==> config.mk <==
export PLATFORM = sky130hd
export DESIGN_NAME = schmidl_cox_frame_gate
export DESIGN_NICKNAME = d
export VERILOG_FILES = /design/src/rtl/schmidl_cox_frame_gate_pkg.sv /design/src/rtl/schmidl_cox_frame_gate_setting_reg.sv /design/src/rtl/schmidl_cox_frame_gate.sv
export SDC_FILE = /design/constraint.sdc
export NUM_CORES = 1
export LEC_CHECK = 0
export CORE_MARGIN = 5
export CORE_UTILIZATION = 40
export CTS_CLUSTER_DIAMETER = 60
export DETAILED_ROUTE_END_ITERATION = 16
export PLACE_DENSITY = 0.7
export SKIP_LAST_GASP = 1
export SLEW_MARGIN = 10
export SYNTH_ARGS = -nofsm -noshare
export SYNTH_HDL_FRONTEND = slang
export SYNTH_HIERARCHICAL = 1
export SYNTH_SLANG_ARGS = --single-unit
==> constraint.sdc <==
create_clock -name clk -period 3.4 [get_ports clk]
set_input_delay 0.51 -clock clk [delete_from_list [all_inputs] [get_ports clk]]
set_output_delay 0.51 -clock clk [all_outputs]
set_load 0.05 [all_outputs]
==> src/rtl/schmidl_cox_frame_gate_pkg.sv <==
// rtl/schmidl_cox_frame_gate_pkg.sv - register offsets, mode bits and FSM states for the frame gate
package schmidl_cox_frame_gate_pkg;

  localparam int SR_FRAME_LEN   = 0;
  localparam int SR_GAP_LEN     = 1;
  localparam int SR_OFFSET      = 2;
  localparam int SR_NUM_SYMBOLS = 3;
  localparam int SR_MODE        = 4;

  localparam int MODE_KEEP_CP     = 0;
  localparam int MODE_FRAME_TLAST = 1;

  typedef enum logic [1:0] {
    ST_IDLE,
    ST_OFFSET,
    ST_GAP,
    ST_SYMBOL
  } state_t;

endpackage

==> src/rtl/schmidl_cox_frame_gate_setting_reg.sv <==
// rtl/schmidl_cox_frame_gate_setting_reg.sv - one settings-bus register with reset value
module schmidl_cox_frame_gate_setting_reg #(
  parameter int ADDR  = 0,
  parameter int WIDTH = 16,
  parameter logic [WIDTH-1:0] AT_RESET = '0
) (
  input  logic             clk,
  input  logic             rst,
  input  logic             strobe,
  input  logic [7:0]       addr,
  input  logic [31:0]      data,
  output logic [WIDTH-1:0] value
);

  logic [31:0] unused_data;
  assign unused_data = data;

  always_ff @(posedge clk or posedge rst) begin
    if (rst)
      value <= AT_RESET;
    else if (strobe && addr == ADDR[7:0])
      value <= data[WIDTH-1:0];
  end

endmodule

==> src/rtl/schmidl_cox_frame_gate.sv <==
// rtl/schmidl_cox_frame_gate.sv - trigger-started OFDM frame extractor with CP drop/keep and framing
module schmidl_cox_frame_gate
  import schmidl_cox_frame_gate_pkg::*;
#(
  parameter int WIDTH         = 32,
  parameter int CNT_W         = 16,
  parameter int SR_BASE       = 129,
  parameter int DEF_FRAME_LEN = 64,
  parameter int DEF_GAP_LEN   = 16,
  parameter int DEF_NUM_SYM   = 1
) (
  input  logic             clk,
  input  logic             reset,
  input  logic             clear,
  input  logic             set_stb,
  input  logic [7:0]       set_addr,
  input  logic [31:0]      set_data,
  input  logic [WIDTH-1:0] i_tdata,
  input  logic             i_tlast,
  input  logic             i_tvalid,
  output logic             i_tready,
  input  logic             i_trig,
  output logic [WIDTH-1:0] o_tdata,
  output logic             o_tlast,
  output logic             o_tvalid,
  input  logic             o_tready,
  output logic             sof,
  output logic             eof,
  output logic [CNT_W-1:0] trig_ignored
);

  localparam logic [CNT_W-1:0] CNT_ONE = {{(CNT_W-1){1'b0}}, 1'b1};

  logic [CNT_W-1:0] live_fl, live_gl, live_off, live_num;
  logic [1:0]       live_mode;
  logic [CNT_W-1:0] sh_fl, sh_gl, sh_off, sh_num;
  logic [1:0]       sh_mode;
  logic [CNT_W-1:0] stage_cnt, sym_cnt;
  logic             sof_pending;
  state_t           state;
  logic             unused_tlast;

  assign unused_tlast = i_tlast;

  schmidl_cox_frame_gate_setting_reg #(.ADDR(SR_BASE + SR_FRAME_LEN), .WIDTH(CNT_W),
    .AT_RESET(CNT_W'(DEF_FRAME_LEN))) u_sr_fl (.clk(clk), .rst(reset), .strobe(set_stb),
    .addr(set_addr), .data(set_data), .value(live_fl));
  schmidl_cox_frame_gate_setting_reg #(.ADDR(SR_BASE + SR_GAP_LEN), .WIDTH(CNT_W),
    .AT_RESET(CNT_W'(DEF_GAP_LEN))) u_sr_gl (.clk(clk), .rst(reset), .strobe(set_stb),
    .addr(set_addr), .data(set_data), .value(live_gl));
  schmidl_cox_frame_gate_setting_reg #(.ADDR(SR_BASE + SR_OFFSET), .WIDTH(CNT_W),
    .AT_RESET('0)) u_sr_off (.clk(clk), .rst(reset), .strobe(set_stb),
    .addr(set_addr), .data(set_data), .value(live_off));
  schmidl_cox_frame_gate_setting_reg #(.ADDR(SR_BASE + SR_NUM_SYMBOLS), .WIDTH(CNT_W),
    .AT_RESET(CNT_W'(DEF_NUM_SYM))) u_sr_num (.clk(clk), .rst(reset), .strobe(set_stb),
    .addr(set_addr), .data(set_data), .value(live_num));
  schmidl_cox_frame_gate_setting_reg #(.ADDR(SR_BASE + SR_MODE), .WIDTH(2),
    .AT_RESET('0)) u_sr_mode (.clk(clk), .rst(reset), .strobe(set_stb),
    .addr(set_addr), .data(set_data), .value(live_mode));

  logic passing, beat, sym_end, frame_end;

  // Pass-through with no storage: handshakes are steered purely by the current stage.
  assign passing   = (state == ST_SYMBOL) || (state == ST_GAP && sh_mode[MODE_KEEP_CP]);
  assign i_tready  = passing ? o_tready : 1'b1;
  assign o_tvalid  = passing && i_tvalid;
  assign o_tdata   = i_tdata;
  assign beat      = i_tvalid && i_tready;
  assign sym_end   = (state == ST_SYMBOL) && (stage_cnt == sh_fl - CNT_ONE);
  assign frame_end = sym_end && (sym_cnt == sh_num - CNT_ONE);
  assign o_tlast   = sh_mode[MODE_FRAME_TLAST] ? frame_end : sym_end;
  assign eof       = frame_end;
  assign sof       = passing && sof_pending;

  always_ff @(posedge clk or posedge reset) begin
    if (reset) begin
      state        <= ST_IDLE;
      stage_cnt    <= '0;
      sym_cnt      <= '0;
      sof_pending  <= 1'b0;
      trig_ignored <= '0;
      sh_fl        <= '0;
      sh_gl        <= '0;
      sh_off       <= '0;
      sh_num       <= '0;
      sh_mode      <= '0;
    end else if (clear) begin
      state        <= ST_IDLE;
      stage_cnt    <= '0;
      sym_cnt      <= '0;
      sof_pending  <= 1'b0;
      trig_ignored <= '0;
    end else if (beat) begin
      if (i_trig && state != ST_IDLE && trig_ignored != '1)
        trig_ignored <= trig_ignored + CNT_ONE;
      if (passing)
        sof_pending <= 1'b0;
      case (state)
        ST_IDLE: if (i_trig) begin
          sh_fl       <= (live_fl == '0) ? CNT_ONE : live_fl;
          sh_num      <= (live_num == '0) ? CNT_ONE : live_num;
          sh_gl       <= live_gl;
          sh_off      <= live_off;
          sh_mode     <= live_mode;
          stage_cnt   <= '0;
          sym_cnt     <= '0;
          sof_pending <= 1'b1;
          state <= (live_off != '0) ? ST_OFFSET : (live_gl != '0) ? ST_GAP : ST_SYMBOL;
        end
        ST_OFFSET: if (stage_cnt == sh_off - CNT_ONE) begin
          stage_cnt <= '0;
          state     <= (sh_gl != '0) ? ST_GAP : ST_SYMBOL;
        end else begin
          stage_cnt <= stage_cnt + CNT_ONE;
        end
        ST_GAP: if (stage_cnt == sh_gl - CNT_ONE) begin
          stage_cnt <= '0;
          state     <= ST_SYMBOL;
        end else begin
          stage_cnt <= stage_cnt + CNT_ONE;
        end
        ST_SYMBOL: if (frame_end) begin
          stage_cnt <= '0;
          sym_cnt   <= '0;
          state     <= ST_IDLE;
        end else if (sym_end) begin
          stage_cnt <= '0;
          sym_cnt   <= sym_cnt + CNT_ONE;
          state     <= (sh_gl != '0) ? ST_GAP : ST_SYMBOL;
        end else begin
          stage_cnt <= stage_cnt + CNT_ONE;
        end
        default: state <= ST_IDLE;
      endcase
    end
  end

endmodule

-- Word-level counts from Yosys, hierarchy flattened
Cells that the tools add are included.
- add/subtract/negate cells: 7
- eq/ne operators: 17
- muxes and demuxes: 36
- bitwise operators: 1
- reductions and logical operators: 29
- operators by type and width (kind ; count):
    $mux 16 ; 16
    $eq 16x16->1 ; 4
    $pmux 16 s4 ; 1
    $sub 16x1->16 const B ; 4
    $add 16x1->16 const B ; 3
    $reduce_bool 16->1 ; 3
    $eq 8x8->1 const B ; 5
    $logic_not 16->1 ; 2
    $pmux 16 s2 ; 1
    $mux 2 ; 8
    $ne 16x16->1 const B ; 1
    $logic_and 1x1->1 ; 13
    $mux 1 ; 9
    $pmux 2 s4 ; 1
    $reduce_and 4->1 ; 2
    $ne 3x3->1 const B ; 2
    $reduce_bool 2->1 ; 3
    $reduce_and 5->1 ; 1
    $eq 2x2->1 const B ; 2
    $ne 4x4->1 const B ; 1
    $reduce_and 2->1 ; 2
    $ne 3x2->1 const B ; 1
    $reduce_bool 3->1 ; 1
    $eq 2x1->1 const B ; 1
    3 further kinds ; 3
- bits in registers: 183
- bits of input ports: 80
- output and inout port bits: 53
- word-level logic and storage cells: 105

-- Depth between registers and ports, before layout
Gate-level depths: netlist (run 1).
- depth in word-level cells: 8
- depth in mapped cells: 13
- gate-level depth less buffers: 10

-- Hierarchy
The synthesis (run 1) kept the hierarchy.
- by module, submodules not included (module ; times used ; cells each ; area an instance (um^2) ; sequential area each (um^2)):
    schmidl_cox_frame_gate ; 1 ; 951 ; 8588.2 ; 2927.8
    schmidl_cox_frame_gate_setting_reg (u_sr_fl ...) ; 2 ; 38 ; 680.7 ; 401.6
    schmidl_cox_frame_gate_setting_reg (u_sr_off) ; 1 ; 38 ; 679.4 ; 400.4
    schmidl_cox_frame_gate_setting_reg (u_sr_num) ; 1 ; 38 ; 676.9 ; 401.6
    schmidl_cox_frame_gate_setting_reg (u_sr_mode) ; 1 ; 8 ; 112.6 ; 50.0

-- Least setup slack after synthesis (run 1)
Ideal clock, no wire load.
- path kind: reg-to-output
- start: register sh_num[0]
- end: output o_tlast
- data arrival time: 3582 ps
- required time: 2890 ps
- slack: -692 ps
- cell stages (with the launch flop): 11
- path buffers: 1
- cells stage by stage: dfrtp_1 > inv_1 > ha_1 > or3b_2 > clkbuf_1 > nor4_1 > o21ai_0 > a2111oi_0 > nand2_1 > or3_1 > a211oi_1
- longest elaborated chain between the ends: 4
- ends and longest elaborated chain (what ; RTL line ; RTL):
    from (decl) ; schmidl_cox_frame_gate.sv:36 ; logic [CNT_W-1:0] sh_fl, sh_gl, sh_off, sh_num;
    from (signal assigned) ; schmidl_cox_frame_gate.sv:101 ; sh_num <= (live_num == '0) ? CNT_ONE : live_num;
    $sub 16x1->16 ; schmidl_cox_frame_gate.sv:70 ; assign frame_end = sym_end && (sym_cnt == sh_num - CNT_ONE);
    $eq 16x16->1 ; schmidl_cox_frame_gate.sv:70 ;
    $logic_and 1x1->1 ; schmidl_cox_frame_gate.sv:70 ;
    $mux 1 ; schmidl_cox_frame_gate.sv:71 ; assign o_tlast = sh_mode[MODE_FRAME_TLAST] ? frame_end : sym_end;
    to (decl) ; schmidl_cox_frame_gate.sv:24 ; output logic o_tlast,
Every way passes these cells.

-- Worst setup path in the final report (run 1)
Same ends and word-level chain as after synthesis.

==> flow_metrics.tcl, run 1 <==
set metrics [dict create \
    viasPerCell 5.807 \
    syn_nets 1198 \
    layout_common_cells "dfrtp_1 (180), mux2_2 (88), nor2_1 (71), buf_4 (57), xnor2_1 (54)" \
    final-seq-area_mm2 0.004583 \
    ys_seq_area_share_pct 40.14 \
    ys_seq_elements 183 \
    hpwlAfterDp_um 21370 \
    ff2ff_path_depth 10 \
    crit_chain "buf_6, or4_4, nor3_2, buf_4, mux2i_1, mux2i_1, mux2_4, or3_4, a211oi_4, buf_12" \
    synth_area_mm2 0.01142 \
    synth-simple-area-share_pct 18.69 \
    drv_cap 0 \
    vdd_drop_max_v 0.0003267 \
    min_period_ns 3.736 \
    clk_latency_ns 0.44 \
    endpoint "o_tlast" \
    gp_congestion 0.8837 \
    h-tree-depth 4 \
    grt_pass1_vias 8878 \
    tightest_slew_ns 0.8556 \
    drc 0 \
    synth_fa_ha_area_share_pct 0.7670 \
    first_pass_iters 4 \
    via_count 8919 \
    reg2reg_slack_ns 0.06 \
    fin_nets 1232 \
    cpMaxStageDelayCell "or4_4" \
    synthCells 1111 \
    regToRegEndpoint "sym_cnt[12]$_DFFE_PP0P_" \
    synth.distinct_cells 83 \
    tns_ns -0.6684 \
    yosys.area_share.xor_xnor_pct 6.772 \
    crit_path_start_kind "register" \
    clock_tree.root_cell "clkbuf_16" \
    die_w_um 179.0 \
    final_common_cell "dfrtp_1" \
    ys_async_sr_fraction_pct 100.0 \
    cpPeakStageDelay_ns 0.54 \
    clockPowerShare_pct 31.1 \
    cts_buffers 17 \
    hp-class "in -> async" \
    area_delta_synth_final_pct 15.24 \
    antenna_found_initial 1 \
    synth_compound_area_share_pct 11.90 \
    syn_area_per_cell_um2 10.28 \
    synth-edff-count 0 \
    synth_top_family_by_area "simple AND/OR/NAND/NOR gates" \
    hold_buffers 0 \
    wl_per_cell_um 18.97 \
    crit_path_start "sh_num[0]$_DFFE_PP0P_" \
    required_ns 2.89 \
    start_util_pct 40.76 \
    overflow 0 \
    drv_slew 0 \
    cts_tree "done" \
    ant_nets 0 \
    cts.sinks 183 \
    synth_warnings 6 \
    num_antenna_cells 0 \
    power_frac_comb_pct 31.4 \
    share_seq_of_total_power_pct 37.5 \
    drive_gt1_share_pct 24.27 \
    clkSlewWorstSetupHoldPaths_ns 0.08 \
    die-area_mm2 0.03202 \
    clock_path_buffers 2 \
    grt_pass1_wl_um 47800 \
    grt_usage_pct 18.64 \
    fin_crit_sh_pct 109.9 \
    netSwitchingPower_mw 2.254 \
    synth.area.mux_share_pct 15.44 \
    die_h_um 179.0 \
    swShare_pct 34.27 \
    multi_input_area_mm2 0.006262 \
    rows 61 \
    power_density_mw_per_mm2 499.8 \
    r2r_start "sh_fl[1]$_DFFE_PP0P_" \
    critPathMostFrequentCell "mux2i_1" \
    end_kind "output port" \
    arrival_ns 3.23 \
    violations "negative setup slack" \
    fmax_mhz 267.7 \
    grt_max_degree 51 \
    cp_max_fo 3 \
    synth_ff_type "dfrtp_1" \
    p_leak_nw 5.913 \
    status "finished with violations" \
    core_area_mm2 0.02801 \
    grt_setup_unrepaired "yes" \
    setup_viol 2 \
    placement.io_buffers 51 \
    fin_ws_ns -0.3358 \
    route.final.wire_length_um 29130 \
    io_pins 133 \
    fillers 2558 \
    skew_ns 0.02014 \
    drtIter0Drc 726 \
    relSlewSlack_pct 42.96 \
    critical_path_class "reg -> out" \
    p_int_mw 4.323 \
    power_mw 6.577 \
    hold_viol_final 0 \
]
==> what timing repair did <==
item | CTS | global route
setup endpoints to repair | 15 | 24
gates resized for setup | 11 | 15
pin swaps | 1 | 3
setup buffers | 1 | 1
==> final cells by class <==
class                           instances  area share [%]
Clock buffer                           17           3.233
Clock inverter                         15           1.483
Multi-Input combinational cell        790           47.59
Sequential cell                       183           34.83
Inverter                               39           1.141
Timing Repair Buffer                  114           8.130
Tap cell                              378           3.594
==> state kept, by name, indices dropped and copies added, names as in the netlist <==
signal           cells
u_sr_off/value      16
sh_mode              2
sh_fl               16
sh_gl               16
u_sr_gl/value       16
sh_num              16
state                2
u_sr_num/value      16
u_sr_fl/value       16
u_sr_mode/value      2
sh_off              16
stage_cnt           16
sof_pending          1
trig_ignored        16
sym_cnt             16
==> per-layer routing <==
| metal | vias up | track usage (%) | wire length (um) |
|---|---|---|---|
| met5 | - | 0 | 13 |
| met4 | 2 | 6.780 | 757 |
| met1 | 4375 | 26.50 | 13370 |
| li1 | 4170 | - | - |
| met2 | 317 | 28.45 | 13160 |
| met3 | 55 | 3.416 | 1836 |
==> worst max-delay path, delay by kind of cell, from the launching register on <==
kind	cells	cell delay [ns]
buffers and inverters	3	0.45
multiplexers	3	0.55
AND/OR/NAND/NOR	3	1.08
flip-flops	1	0.40
AO/OA/AOI/OAI	1	0.32
==> worst min path at each step <==
stage                       startpoint                              to  slack (ns)  depth (start not counted)
2_1_floorplan                    reset  u_sr_mode/value[0]$_DFFE_PP0P_        0.25                          1
3_3_place_gp   sof_pending$_DFFE_PP0P_         sof_pending$_DFFE_PP0P_        0.49                          2
3_5_place_dp   sof_pending$_DFFE_PP0P_         sof_pending$_DFFE_PP0P_        0.50                          2
4_1_cts                          reset  u_sr_mode/value[0]$_DFFE_PP0P_        0.47                          2
5_1_grt                          reset  u_sr_mode/value[1]$_DFFE_PP0P_        0.49                          2
6_report                         reset  u_sr_mode/value[0]$_DFFE_PP0P_        0.50                          2
==> cells in the mapped netlist, types with 17 or more instances <==
cell,number,share of area [%]
nor4_1,31,1.7
mux2_4,42,5.5
nor3_1,37,1.6
and3_1,29,1.6
inv_1,39,1.3
clkbuf_1,41,1.3
dfrtp_1,180,39
xor2_1,29,2.2
nand2_1,38,1.2
or3_1,17,0.93
nand3_1,40,1.8
buf_4,32,2.1
xnor2_1,54,4.1
mux2_2,89,8.8
o21ai_0,35,1.5
nor2_1,71,2.3
==> metrics by stage <==
step                      cells  hold slack [ns]  area (um2)  setup WS, ns  utilization, %
after floorplan            1111           0.2512       11450       -0.1031               -
after global placement     1502           0.4876       12410      -0.06698           44.30
after detailed placement   1502           0.4980       12410      -0.07389           44.30
after CTS                  1535           0.4694       13080       -0.3457           46.70
after global routing       1536           0.4906       13160       -0.4585           46.98
final                      1536           0.4979       13160       -0.3358           46.98
==> power groups by stage <==
stage | combinational, mW | clock (mW) | sequential, mW
2_1_floorplan | 1.46 | 0 | 2.45
3_3_place_gp | 1.88 | 0 | 2.49
3_5_place_dp | 1.93 | 0 | 2.50
4_1_cts | 1.99 | 2.10 | 2.46
5_1_grt | 2.26 | 2.18 | 2.48
6_report | 2.06 | 2.05 | 2.47
==> cell families after synthesis <==
kind of cell | Yosys count
buf+inv | 138
flops | 183
simple gates | 372
mux | 144
fa+ha+maj | 7
xor+xnor | 85
compound gates | 182
No activity file was read; power rests on OpenSTA's default activity.
==> run 2: changes to the inputs <==
--- a/config.mk
+++ b/config.mk
@@ -9,6 +9,7 @@
 export CORE_UTILIZATION = 40
 export CTS_CLUSTER_DIAMETER = 60
 export DETAILED_ROUTE_END_ITERATION = 16
+export GPL_TIMING_DRIVEN = 0
 export PLACE_DENSITY = 0.7
 export SKIP_LAST_GASP = 1
 export SLEW_MARGIN = 10
==> constraint.sdc (replaced) <==
create_clock -name clk -period 3.4 [get_ports clk]
set_input_delay 1.02 -clock clk [delete_from_list [all_inputs] [get_ports clk]]
set_output_delay 1.02 -clock clk [all_outputs]
set_load 0.05 [all_outputs]
==> run 2 against run 1 <==
  * The run still ends with negative setup slack left
  * Sequential power about the same
  * Routed wire length up 7.7%
  * Clock skew down 0.0084 ns
  * Clock power rose by 2%
  * Critical path depth shrank 1
  * Maximum frequency down 12%
  * Global-route usage is 0.85 points higher
  * Die area did not move
  * Largest power group unchanged
  * Via count increased by 5.2%
==> flow_metrics.tcl, run 2 (synthesis results as in run 1) <==
set metrics [dict create \
    hold_buffers 0 \
    critical_path_class "reg -> out" \
    clock_tree.root_cell "clkbuf_16" \
    fin_ws_ns -0.8622 \
    core_area_mm2 0.02801 \
    relSlewSlack_pct 46.45 \
    power_mw 6.887 \
    drc 0 \
    tightest_slew_ns 0.7959 \
    crit_chain "or4_4, nor3_4, buf_4, xnor2_1, mux2i_1, mux2_4, or3_4, a211oi_4, buf_6" \
    layout_common_cells "dfrtp_1 (170), mux2_2 (88), clkdlybuf4s50_1 (78), nor2_1 (70), buf_4 (65)" \
    grt_setup_unrepaired "yes" \
    critPathBufInv 2 \
    cts_tree "done" \
    vdd_drop_max_v 0.0003947 \
    end_kind "output port" \
    grt_pass1_wl_um 49510 \
    min_period_ns 4.262 \
    violations "negative setup slack" \
    hp-class "reg -> reg" \
    grt_pass1_vias 9022 \
    wl_per_cell_um 19.26 \
    clkSlewWorstSetupHoldPaths_ns 0.08 \
    setup_viol 13 \
    gp_congestion 0.8916 \
    start_util_pct 40.76 \
    crit_family "simple AND/OR/NAND/NOR gates" \
    cts.sinks 183 \
    status "finished with violations" \
    die_w_um 179.0 \
    grt_usage_pct 19.49 \
    power_density_mw_per_mm2 491.5 \
    clockPowerShare_pct 30.5 \
    die_h_um 179.0 \
    hpwlAfterDp_um 23200 \
    fillers 2538 \
    fin_crit_sh_pct 125.4 \
    netSwitchingPower_mw 2.406 \
    io_pins 133 \
    ant_nets 0 \
    cpMaxStageDelayCell "or4_4" \
    place_ws_ns -1.220 \
    hold_viol_final 0 \
    drive_gt1_share_pct 26.54 \
    h-tree-depth 4 \
    via_count 9380 \
    drv_slew 0 \
    holdWs_ns 0.5258 \
    clock_path_buffers 2 \
    num_antenna_cells 0 \
    dp_cells 1575 \
    viasPerCell 5.758 \
    final_common_cell "dfrtp_1" \
    grt_max_degree 38 \
    drtIter0Drc 819 \
    placed_cell_area_mm2 0.01286 \
    p_int_mw 4.481 \
    drv_cap 0 \
    utilization_pct 50.02 \
    clk_latency_ns 0.44 \
    required_ns 2.38 \
    cpPeakStageDelay_ns 0.56 \
    p_leak_nw 6.220 \
    die-area_mm2 0.03202 \
    route.final.wire_length_um 31380 \
    fin_nets 1325 \
    antenna_found_initial 0 \
    area_delta_synth_final_pct 22.72 \
    arrival_ns 3.24 \
    overflow 0 \
    cts_buffers 17 \
    share_seq_of_total_power_pct 35.9 \
    placement.io_buffers 83 \
    first_pass_iters 5 \
    skew_ns 0.01179 \
    cp_max_fo 3 \
    fmax_mhz 234.6 \
    rows 61 \
    crit_path_start_kind "register" \
    instances_no_fill 1629 \
    tns_ns -2.403 \
    power_frac_comb_pct 33.6 \
    final_area_mm2 0.01401 \
    swShare_pct 34.93 \
]
run 2: cell types whose count changed in the layout (fill, tap and decap cells not counted), sizes merged:
cell and change:
buf +28, bufinv +1, clkbuf +33, clkdlybuf4s50 +29, clkinvlp +1, dlygate4sd2 +3, inv -2
run 2: power by group through the flow:
| stage | clock network, mW | logic, mW | registers [mW] |
|---|---|---|---|
| 6_report | 2.10 | 2.31 | 2.47 |
| 5_1_grt | 2.23 | 2.50 | 2.49 |
| 4_1_cts | 2.14 | 2.07 | 2.46 |
| 3_5_place_dp | 0 | 1.92 | 2.50 |
| 3_3_place_gp | 0 | 1.88 | 2.49 |
| 2_1_floorplan | 0 | 1.49 | 2.45 |
run 2: worst paths after layout:
check | slack, ns | startpoint | to | depth (start not counted)
max | -0.86 | sh_num[8]$_DFFE_PP0P_ | o_tlast | 9
min | 0.53 | sof_pending$_DFFE_PP0P_ | sof_pending$_DFFE_PP0P_ | 2
max reg2reg | -0.13 | sh_fl[0]$_DFFE_PP0P_ | sym_cnt[6]$_DFFE_PP0P_ | 11
min reg2reg | 0.53 | sof_pending$_DFFE_PP0P_ | sof_pending$_DFFE_PP0P_ | 2
max in group asynchronous | 1.58 | reset | sym_cnt[14]$_DFFE_PP0P_ | 3
min in group asynchronous | 1.01 | reset | u_sr_mode/value[0]$_DFFE_PP0P_ | 2
run 2: area by class of cell:
type / count / area [um2] / area share, %
repair buffers: 116 / 1115 / 7.956
multi-input cells: 790 / 6449 / 46.02
inverters: 39 / 150.1 / 1.072
flip-flops and latches: 183 / 4596 / 32.80
well taps: 378 / 473.0 / 3.375
clock buffers: 17 / 425.4 / 3.036
clock inverters: 15 / 226.5 / 1.616
plain buffers: 91 / 578.1 / 4.125
run 2: what timing repair did:
action | 4_1_cts | 5_1_grt
pin swaps | 11 | 13
setup buffers | 15 | 15
setup endpoints to repair | 44 | 35
gates resized for setup | 44 | 59
run 2: worst min-delay path, cell delays in order, from the launching register on:
cell and delay [ns]:
dfrtp_1 0.35, nand3_1 0.08, nand2_1 0.07
run 2: per-layer routing:
layer	wire, um	vias up	global-route usage, %	share of wire (%)
li1	-	4352	-	-
met3	2275	53	3.163	7.3
met5	0	-	0	0
met1	14260	4587	27.57	45
met4	676	0	5.788	2.2
met2	14160	388	30.85	45
==> run 3: changes to the inputs <==
--- a/config.mk
+++ b/config.mk
@@ -5,12 +5,14 @@
 export SDC_FILE = /design/constraint.sdc
 export NUM_CORES = 1
 export LEC_CHECK = 0
+export CAP_MARGIN = 25
 export CORE_MARGIN = 5
 export CORE_UTILIZATION = 40
 export CTS_CLUSTER_DIAMETER = 60
 export DETAILED_ROUTE_END_ITERATION = 16
+export DONT_BUFFER_PORTS = 1
 export GPL_TIMING_DRIVEN = 0
-export PLACE_DENSITY = 0.7
+export PLACE_DENSITY = 0.61
 export SKIP_LAST_GASP = 1
 export SLEW_MARGIN = 10
 export SYNTH_ARGS = -nofsm -noshare
==> constraint.sdc (replaced) <==
create_clock -name clk -period 4.7 [get_ports clk]
set_input_delay 1.41 -clock clk [delete_from_list [all_inputs] [get_ports clk]]
set_output_delay 1.41 -clock clk [all_outputs]
set_load 0.05 [all_outputs]
==> run 3 against run 2 <==
  * The flow still finishes with violations (negative setup slack)
  * Clock skew is 0.012 ns higher
  * Setup slack improved by 0.79 ns
  * Sequential share of layout area rose by 3.1 points
  * Combinational power decreased by 39%
  * Non-clock buffer count shrank 97
  * Clock power fell by 27%
  * Die area did not move
  * Count of clock-buffer cells in the layout did not move
  * Hold slack got worse by 0.0083 ns
  * Critical path depth fell by 1
  * Final area decreased by 8.8%
  * Largest cell class unchanged
==> flow_metrics.tcl, run 3 (synthesis results as in run 1) <==
set metrics [dict create \
    cp_max_fo 6 \
    arrival_ns 3.37 \
    crit_chain "buf_6, or4_4, nor3_4, mux2i_1, mux2i_1, mux2_4, or3_4, a211oi_4" \
    fin_crit_sh_pct 101.6 \
    power_density_mw_per_mm2 370.2 \
    drc 0 \
    dr_wl_met3_um 2513 \
    end_kind "output port" \
    required_ns 3.29 \
    crit_family "simple AND/OR/NAND/NOR gates" \
    die_w_um 179.0 \
    fin_ws_ns -0.07623 \
    rows 61 \
    via_count 8911 \
    cts_buffers 17 \
    die_h_um 179.0 \
    fmax_mhz 209.4 \
    h-tree-depth 4 \
    hp-class "reg -> reg" \
    ant_nets 0 \
    cts.sinks 183 \
    setup_viol 2 \
    cpPeakStageDelay_ns 0.61 \
    hold_viol_final 0 \
    reg2reg_slack_ns 0.47 \
    crit_path_start_kind "register" \
    tns_ns -0.1413 \
    area_delta_synth_final_pct 11.86 \
    worstHoldStart "sof_pending$_DFFE_PP0P_" \
    grt_usage_pct 19.29 \
    gp_congestion 0.8842 \
    regToRegEndpoint "stage_cnt[11]$_DFFE_PP0P_" \
    drive_gt1_share_pct 23.57 \
    min_period_ns 4.776 \
    tightest_slew_ns 0.9768 \
    skew_ns 0.02357 \
    clock_path_buffers 2 \
    overflow 0 \
    start_util_pct 40.76 \
    viasPerCell 5.817 \
    route.final.wire_length_um 30630 \
    clkSlewWorstSetupHoldPaths_ns 0.08 \
    first_pass_iters 8 \
    final_common_cell "dfrtp_1" \
    num_antenna_cells 0 \
    relSlewSlack_pct 34.71 \
    r2r_start "sh_gl[0]$_DFFE_PP0P_" \
    cpMaxStageDelayCell "a211oi_4" \
    drv_cap 0 \
    critPathMostFrequentCell "mux2i_1" \
    drtIter0Drc 633 \
    grt_max_degree 76 \
    wl_per_cell_um 19.99 \
    violations "negative setup slack" \
    clock_tree.root_cell "clkbuf_16" \
    layout_common_cells "dfrtp_1 (178), mux2_2 (88), nor2_1 (70), xnor2_1 (54), mux2_4 (43)" \
    grt_setup_unrepaired "yes" \
    ff2ff_path_depth 11 \
    drv_slew 0 \
    io_pins 133 \
    hold_buffers 0 \
    grt_pass1_wl_um 48360 \
    die-area_mm2 0.03202 \
    p_leak_nw 5.740 \
    hpwlAfterDp_um 22890 \
    critPathBufInv 1 \
    m1WireLength_um 14140 \
    wl_met2_um 13280 \
    cts_tree "done" \
    antenna_found_initial 1 \
    core_area_mm2 0.02801 \
    critical_path_class "reg -> out" \
    fin_nets 1228 \
    status "finished with violations" \
    placement.io_buffers 0 \
    vdd_drop_max_v 0.0001845 \
    dp_cells 1490 \
    instances_no_fill 1532 \
    grt_pass1_vias 8461 \
    power_mw 4.728 \
    clk_latency_ns 0.45 \
    routed.top_layer "met5" \
    min_path_cells 2 \
    min_to "sof_pending$_DFFE_PP0P_" \
]
[run 3: changes by cell type in the layout (fill, tap and decap cells not counted), sizes merged]
cell           delta
clkinvlp          -2
inv               +5
buf              -21
dlygate4sd2       -3
clkinv            -3
clkdlybuf4s50    -78
clkbuf            +5
[run 3: area by class of cell]
type / instances / area, um2
Buffer: 96 / 560.5
Tap cell: 378 / 473.0
Multi-Input combinational cell: 790 / 6216
Clock buffer: 17 / 425.4
Inverter: 39 / 151.4
Clock inverter: 15 / 215.2
Sequential cell: 183 / 4586
Timing Repair Buffer: 14 / 145.1
Fill cell: 2648 / 15240
[run 3: worst max-delay path by stage]
stage                                     start                          end  slack, ns  depth (start not counted)
final                     sh_num[0]$_DFFE_PP0P_                      o_tlast      -0.08                          8
after global placement                    reset  trig_ignored[4]$_DFFE_PP0P_      -1.27                          1
after CTS                 sh_num[1]$_DFFE_PP0P_                      o_tlast      -0.11                          8
after floorplan           sh_num[0]$_DFFE_PP0P_                      o_tlast       0.16                         10
after detailed placement  sh_num[0]$_DFFE_PP0P_                      o_tlast      -0.27                         10
after global routing      sh_num[0]$_DFFE_PP0P_                      o_tlast      -0.23                          8
[run 3: timing repair]
item | 4_1_cts | 5_1_grt
resized for setup | 21 | 1
pin swaps | 11 | 4
setup buffers | 12 | 1
cloned | 0 | 0
setup endpoints to repair | 2 | 2
endpoints found under the hold margin | 0 | 0
[run 3: power breakdown]
group / total, mW / internal [mW] / leakage, nW / switching [mW]
Clock: 1.54 / 0.786 / 0.310 / 0.757
Sequential: 1.78 / 1.67 / 2.51 / 0.116
Combinational: 1.40 / 0.626 / 2.92 / 0.778
[run 3: routing by layer]
metal,track usage [%],vias to the layer above
met5,0,-
met4,5.500,2
met3,4.682,49
met2,28.95,347
met1,27.72,4333
li1,-,4180
[run 3: metrics by stage]
step | hold WS (ns) | setup slack, ns | area (um2) | util, %
global placement | 0.4934 | -1.267 | 11900 | 42.49
global route | 0.5429 | -0.2297 | 12770 | 45.60
floorplan | 0.4684 | 0.1570 | 11430 | -
detailed placement | 0.5062 | -0.2662 | 11930 | 42.61
finish | 0.5175 | -0.07623 | 12770 | 45.60
CTS | 0.5264 | -0.1053 | 12740 | 45.49
[run 3: worst min-delay path, delay by kind of cell, from the launching register on]
| kind | cells | cell delay (ns) |
|---|---|---|
| and+or+nand+nor | 2 | 0.14 |
| DFF | 1 | 0.35 |
